[src/rtl/dma_bus_responder.sv]
// dma_bus_responder: system-side bus arbiter and wait-stated byte memory
// answering the DMAC hold/strobe protocol, with a host load/inspect port
// that is usable only while the bus is not granted.
module dma_bus_responder #(
  parameter int AW          = 8,
  parameter int HOLD_LAT    = 2,
  parameter int WAIT_STATES = 1
) (
  input  logic          CLK,
  input  logic          RST_N,
  input  logic          HLD,
  output logic          HLDA,
  input  logic          EOP,
  input  logic [15:0]   Addrbus,
  input  logic          MEMR,
  input  logic          MEMW,
  input  logic [7:0]    Data_out,
  output logic [7:0]    Data_in,
  output logic          RDY,
  input  logic          HOST_WE,
  input  logic          HOST_RE,
  input  logic [AW-1:0] HOST_ADDR,
  input  logic [7:0]    HOST_WDATA,
  output logic [7:0]    HOST_RDATA,
  output logic          ERR
);

  typedef enum logic [1:0] {ARB_IDLE, ARB_SYNC, ARB_GRANT, ARB_RELEASE} arb_state_t;
  typedef enum logic [1:0] {ACC_IDLE, ACC_WAIT, ACC_DONE} acc_state_t;

  localparam logic [3:0] HOLD_LAT_C = 4'(HOLD_LAT);
  localparam logic [3:0] WAIT_C     = 4'(WAIT_STATES);

  arb_state_t arb_state, arb_next;
  acc_state_t acc_state, acc_next;
  logic [3:0] lat_cnt, lat_next;
  logic [3:0] wait_cnt, wait_next;

  logic [7:0]    mem [0:(1<<AW)-1];
  logic [AW-1:0] mem_addr, addr_q, acc_addr;
  logic          memr_q, memw_q, acc_write;
  logic          strobe_rise, strobe_held, addr_change, start_evt, start;
  logic          host_wr, host_rd, err_set, unused_addr_bits;

  // Upper address bits only alias onto the memory, so they are folded away here.
  assign unused_addr_bits = ^(Addrbus >> AW);
  assign mem_addr         = Addrbus[AW-1:0];

  // Arbiter state and grant-latency counter.
  always_ff @(posedge CLK or negedge RST_N) begin
    if (!RST_N) begin
      arb_state <= ARB_IDLE;
      lat_cnt   <= '0;
    end else begin
      arb_state <= arb_next;
      lat_cnt   <= lat_next;
    end
  end

  // Arbiter transitions: a dropped HLD always wins over EOP or a pending grant.
  always_comb begin
    arb_next = arb_state;
    lat_next = lat_cnt;
    case (arb_state)
      ARB_IDLE: begin
        if (HLD) begin
          arb_next = ARB_SYNC;
          lat_next = 4'd1;
        end
      end
      ARB_SYNC: begin
        if (!HLD)                     arb_next = ARB_IDLE;
        else if (lat_cnt == HOLD_LAT_C) arb_next = ARB_GRANT;
        else                          lat_next = lat_cnt + 4'd1;
      end
      ARB_GRANT: begin
        if (!HLD)     arb_next = ARB_IDLE;
        else if (EOP) arb_next = ARB_RELEASE;
      end
      ARB_RELEASE: begin
        if (!HLD) arb_next = ARB_IDLE;
      end
      default: arb_next = ARB_IDLE;
    endcase
  end

  // Grant acknowledge is decoded straight from the registered arbiter state.
  always_comb begin
    HLDA = (arb_state == ARB_GRANT);
  end

  // Previous strobe/address samples used to find access start events.
  always_ff @(posedge CLK or negedge RST_N) begin
    if (!RST_N) begin
      memr_q <= 1'b0;
      memw_q <= 1'b0;
      addr_q <= '0;
    end else begin
      memr_q <= MEMR;
      memw_q <= MEMW;
      addr_q <= mem_addr;
    end
  end

  // A start is a strobe edge or an address step under a held strobe, granted bus only.
  always_comb begin
    strobe_rise = (MEMR && !memr_q) || (MEMW && !memw_q);
    strobe_held = (MEMR && memr_q) || (MEMW && memw_q);
    addr_change = strobe_held && (mem_addr != addr_q);
    start_evt   = (MEMR ^ MEMW) && (strobe_rise || addr_change) && (arb_state == ARB_GRANT);
    start       = start_evt && (acc_state == ACC_IDLE);
  end

  // Access state, wait counter and the latched address/direction.
  always_ff @(posedge CLK or negedge RST_N) begin
    if (!RST_N) begin
      acc_state <= ACC_IDLE;
      wait_cnt  <= '0;
      acc_addr  <= '0;
      acc_write <= 1'b0;
    end else begin
      acc_state <= acc_next;
      wait_cnt  <= wait_next;
      if (start) begin
        acc_addr  <= mem_addr;
        acc_write <= MEMW;
      end
    end
  end

  // Access sequencing; an access in flight finishes even after the grant is gone.
  always_comb begin
    acc_next  = acc_state;
    wait_next = wait_cnt;
    case (acc_state)
      ACC_IDLE: begin
        if (start) begin
          acc_next  = (WAIT_STATES == 0) ? ACC_DONE : ACC_WAIT;
          wait_next = 4'd1;
        end
      end
      ACC_WAIT: begin
        if (wait_cnt == WAIT_C) acc_next = ACC_DONE;
        else                    wait_next = wait_cnt + 4'd1;
      end
      ACC_DONE: acc_next = ACC_IDLE;
      default:  acc_next = ACC_IDLE;
    endcase
  end

  // Ready is low only while wait states are being inserted.
  always_comb begin
    RDY = (acc_state != ACC_WAIT);
  end

  assign host_wr = HOST_WE && !HLDA;
  assign host_rd = HOST_RE && !HLDA;

  // Memory has no reset; bus writes commit in ACC_DONE, host writes only off-grant.
  always_ff @(posedge CLK) begin
    if (RST_N) begin
      if (host_wr)
        mem[HOST_ADDR] <= HOST_WDATA;
      if (acc_state == ACC_DONE && acc_write)
        mem[acc_addr] <= Data_out;
    end
  end

  // Read data registers; both hold their value until the next read.
  always_ff @(posedge CLK or negedge RST_N) begin
    if (!RST_N) begin
      Data_in    <= 8'h00;
      HOST_RDATA <= 8'h00;
    end else begin
      if (acc_state == ACC_DONE && !acc_write)
        Data_in <= mem[acc_addr];
      if (host_rd)
        HOST_RDATA <= mem[HOST_ADDR];
    end
  end

  assign err_set = (MEMR && MEMW)
                || ((MEMR || MEMW) && (arb_state != ARB_GRANT))
                || (start_evt && (acc_state != ACC_IDLE))
                || ((HOST_WE || HOST_RE) && HLDA);

  // Sticky protocol-error flag, cleared only by reset.
  always_ff @(posedge CLK or negedge RST_N) begin
    if (!RST_N)       ERR <= 1'b0;
    else if (err_set) ERR <= 1'b1;
  end

endmodule

[config.mk]
export PLATFORM = sky130hd
export DESIGN_NAME = dma_bus_responder
export DESIGN_NICKNAME = d
export VERILOG_FILES = /design/src/rtl/dma_bus_responder.sv
export SDC_FILE = /design/constraint.sdc
export NUM_CORES = 2
export LEC_CHECK = 0
export CAP_MARGIN = 30
export CORE_ASPECT_RATIO = 0.75
export CORE_UTILIZATION = 35
export DETAILED_ROUTE_END_ITERATION = 16
export PLACE_DENSITY = 0.46
export SLEW_MARGIN = 20
export SYNTH_ARGS = -nofsm -noshare
export SYNTH_HDL_FRONTEND = slang
export SYNTH_SLANG_ARGS = --single-unit
[constraint.sdc]
create_clock -name CLK -period 7.7 [get_ports CLK]
set_input_delay 1.155 -clock CLK [delete_from_list [all_inputs] [get_ports CLK]]
set_output_delay 1.155 -clock CLK [all_outputs]
set_load 0.005 [all_outputs]
Word-level counts from Yosys, hierarchy flattened --
Memory sizes are Yosys's and may differ from the RTL's. A register that Yosys moved wholly into a read port is not among the register bits. Cells that the tools add are included. Widths: inputs -> output; s select.
Operators by class: eq/ne operators 19, bitwise logic cells 1, multiplexer cells 23, reduce and logical (&&, ||, !) cells 39, add/subtract/negate cells 2
Operator list (number):
- $mux 4 | 5
- $logic_and 1x1->1 | 16
- $mux 2 | 8
- $ne 2x2->1 const B | 8
- $pmux 4 s2 | 2
- $add 4x1->4 const B | 2
- $logic_or 1x1->1 | 8
- $ne 8x8->1 | 1
- $pmux 2 s4 | 1
- $reduce_and 4->1 | 2
- $eq 2x2->1 const B | 3
- $logic_not 1->1 | 6
- $mux 1 | 6
- $reduce_bool 2->1 | 3
- $eq 2x1->1 const B | 2
- $eq 4x1->1 const B | 1
- $eq 4x2->1 const B | 1
- $logic_not 2->1 | 2
- $pmux 2 s2 | 1
- $ne 3x2->1 const B | 1
- $ne 3x3->1 const B | 1
- $reduce_and 3->1 | 1
- $ne 2x1->1 const B | 1
- $reduce_and 2->1 | 1
- $xor 1x1->1 | 1
Word-level totals: output and inout port bits 19, memories 1, bits in writable memories 2048, bits in registers 32, input bits 48
Memories:
- mem | words 256, bits a word 8, rd ports 2, clocked after Yosys merged registers in 2, write ports 2, line 39 | logic [7:0] mem [0:(1<<AW)-1];

Longest topological paths before layout --
depth after elaboration 9, mapped depth 13

Worst setup path before layout --
Ideal clock, no wire load.
path kind input -> register, from in HOST_ADDR[1], to mem mem[40][0] (enable), stages on the path 10, data arrival time 3.434 ns, library setup time 0.384 ns, slack 3.882 ns, path through buf_2 buf_6 buf_6 buf_6 buf_4 buf_4 nor3b_1 nand2_1 clkbuf_1 o21ai_0
RTL lines:
- from (decl) | line 22 | input logic [AW-1:0] HOST_ADDR,
- to (decl) | line 39

==> flow_metrics.env <==
export IMPL_fp_row_count=189
export IMPL_drive_gt1_frac=0.4974
export IMPL_vias=87821
export IMPL_drt_iter0_drc=14656
export IMPL_rsz0062_at_grt="no"
export IMPL_synth_nets=8183
export IMPL_io_buffers=58
export IMPL_setup_viol=0
export IMPL_fmax_mhz=187.9
export IMPL_grt_overflow_total=0
export IMPL_reg2reg_to="Data_in[3]"
export IMPL_cp_start_kind="flip-flop"
export IMPL_synth_top_flop_cell="edfxtp_1"
export IMPL_cts_hold_buf=0
export IMPL_dieArea_um2=360600
export IMPL_globalplace_congestion=0.9591
export IMPL_cp_arrival_ns=6.11
export IMPL_worstReg2RegStart="acc_addr[0]"
export IMPL_syn_inst=8129
export IMPL_cts_buffer_depth=4
export IMPL_final_common_cell="mux2_2"
export IMPL_grt_pass1_wl_um=793800
export IMPL_cts_resized=0
export IMPL_worst_skew_pair_late_latency_ns=0.96
export IMPL_ys_seq_elements=2096
export IMPL_final_nets=8072
export IMPL_finalSetupTns_ns=0
export IMPL_fin_crit_sh=0.6910
export IMPL_tightest_slew_ns=1.402
export IMPL_clock_sinks=2096
export IMPL_slew_viol_final=0
export IMPL_swShare=0.3618
export IMPL_power_share_sequential=0.353
export IMPL_grt_util_met2=0.4488
export IMPL_path_buf_inv=2
export IMPL_p_clk_frac=0.322
export IMPL_power_leakage_nw=43.69
export IMPL_io_pins=67
export IMPL_yosysSeqAreaShare=0.5002
export IMPL_cts_clk_slew_worst_paths_ns=0.07
export IMPL_combPwrFrac=0.326
export IMPL_yosysWarnings=0
export IMPL_grt_pass1_vias=83213
export IMPL_slowest_delay_ns=1.14
export IMPL_ys_types=83
export IMPL_switching_power_mw=13.23
export IMPL_fin_skew_ns=0.06419
export IMPL_total_power_mw=36.55
export IMPL_synth_area_per_cell_um2=15.42
export IMPL_final_cell_mix="mux2_2 (2087), edfxtp_1 (2048), mux4_2 (966)"
export IMPL_maxCapViolCount=0
export IMPL_drcViolationCount=0
export IMPL_dp_hpwl_um=397900
export IMPL_post_route_min_period_ns=5.321
export IMPL_p_per_area_nw_per_um2=260.8
export IMPL_syn_to_final_growth_pct=11.80
export IMPL_routed_wl_um=600200
export IMPL_use_met3=0.1133
export IMPL_hold_violations=0
export IMPL_critPathRequiredTime_ns=8.49
export IMPL_timing_critical_path_cells="buf_12 -> buf_12 -> mux4_2 -> mux2_2 -> nand3_1 -> nand4_1 -> nor4_1 -> nor4_1"
export IMPL_fp_coreArea_um2=355000
export IMPL_async_flop_share=0.02290
export IMPL_status="finished, final reports clean"
export IMPL_drt_pass1_iterations=8
export IMPL_met1_usage=0.4622
export IMPL_reg2reg_depth=8
export IMPL_cp_slowest_cell="nor4_1"
export IMPL_fin_util=0.3948
export IMPL_synth_edff_count=2048
export IMPL_maxSlewHeadroom=0.06303
export IMPL_track_usage=0.3243
export IMPL_numCtsBuffers=237
export IMPL_die_h_um=520.3
export IMPL_grt_max_degree=166
export IMPL_cts_tree="done"
export IMPL_hp_class="input port to async pin"
export IMPL_cp_top_family="simple AND/OR/NAND/NOR gates"
export IMPL_intPower_mw=23.33
export IMPL_antenna_found_initial=62
export IMPL_root_buffer="clkbuf_16"
export IMPL_critPathMaxFanout=44
export IMPL_start_util=0.3532
export IMPL_r2r_slack_ns=2.38
export IMPL_ir_drop_mv=0.2274
export IMPL_synth_area_um2=125400
export IMPL_htree_levels=4
export IMPL_viasPerCell=6.744
export IMPL_post_cts_setup_buffers=0
export IMPL_end_kind="flip-flop"
export IMPL_path_class="flip-flop to flip-flop"
export IMPL_wl_per_cell_um=46.09
export IMPL_drtAntennaViolNets=0
export IMPL_busiest_layer="met1"
export IMPL_die_w_um=693.1
## power by group through the flow
stage               sequential, mW  clock (mW)  combinational (mW)
global route                  12.9        12.2                11.9
detailed placement            13.1           0                11.4
global placement              13.1           0                11.4
CTS                           12.9        11.8                11.5
finish                        12.9        11.8                11.9
floorplan                     12.8           0                6.66
## synth_stat cells, types with 9 or more instances
cell       count  area, um^2
and3_1        10       62.56
nand3_1      106       530.5
mux2_1        14       157.7
buf_4         88       660.6
edfxtp_1    2048       61500
o21bai_1      26       195.2
nand2b_1      27       168.9
nand2_1      388        1456
a2111oi_0      9       78.83
buf_6         31       349.1
o22ai_1      200        1251
clkbuf_1     619        2323
or3_1         15       93.84
buf_1         39       146.4
nor3_1        30       150.1
inv_1         12       45.04
buf_2        145       725.7
mux4_2       966       21760
o221ai_1      12       105.1
or3b_2         9       78.83
nor3_2        22       220.2
a21oi_1       52       260.3
dfrtp_1       48        1201
o21ai_0      227        1136
nor2_1       141       529.3
nor4_1        20       125.1
nor2_2        33       206.5
nor2b_1       30       187.7
a31oi_1       35       219.0
a32oi_1       32       280.3
o22a_1        14       122.6
nand4_1       14       87.58
o2111ai_1     10       87.58
a22oi_1       94       705.7
a211oi_1      18       135.1
a311oi_1      10       87.58
xor2_1         9       78.83
mux2i_1      296        2963
o211ai_1      22       165.2
mux2_2      2087       23500
## registers in the layout (all words and copies together) (netlist names), 2 cells and up
name / count
addr_q: 8
wait_cnt: 4
HOST_RDATA: 8
Data_in: 8
lat_cnt: 4
arb_state: 2
mem: 2048
acc_state: 2
acc_addr: 8
## logic make-up (layout without fill, tap and decap cells)
logic type                 count (synthesis)  in the layout  synth area share
muxes                                   3371           3371            0.3876
buffers and inverters                    941           1009           0.03449
other                                      0             50                 0
AOI/OAI and AO/OA                        813            813           0.04220
and+or+nand+nor                          892            892           0.03424
adders and majority gates                  6              6         0.0005989
xor gates and xnor gates                  10             10         0.0006987
DFF                                     2096           2096            0.5002
## final cells by class
cell class,instances,area [um^2]
Timing Repair Buffer,576,5036
Antenna cell,50,125.1
Inverter,15,60.06
Sequential cell,2096,62720
Tap cell,4775,5974
Multi-Input combinational cell,5092,58690
Fill cell,32870,214800
Clock buffer,286,6157
Clock inverter,132,1391
## per-layer routing
layer  vias up  wire (um)
li1      32996          -
met1     47571     249500
met2      6224     247000
met3      1018      76810
met4        12      26800
met5         -         85
## per-stage QoR
stage	cell area [um^2]	hold WS (ns)	instances	setup WS (ns)
CTS	139700	0.4320	12934	2.532
detailed placement	132200	0.4662	12516	2.057
floorplan	125400	0.4638	8129	3.882
finish	140200	0.4427	13022	2.379
global route	140000	0.4762	12981	2.399
global placement	131500	0.4701	12443	2.046
## how the worst max path moves through the flow
stage / startpoint / depth (start not counted) / end / slack, ns
after floorplan: HOST_ADDR[1] / 10 / mem[40][0] / 3.88
after global placement: HOST_WE / 7 / mem[216][4] / 2.05
final: acc_addr[0] / 8 / Data_in[3] / 2.38
after global routing: acc_addr[0] / 8 / Data_in[3] / 2.40
after detailed placement: HOST_WE / 7 / mem[216][4] / 2.06
after CTS: acc_addr[0] / 8 / Data_in[3] / 2.53
Note: power is estimated with default switching activity, not from simulation.
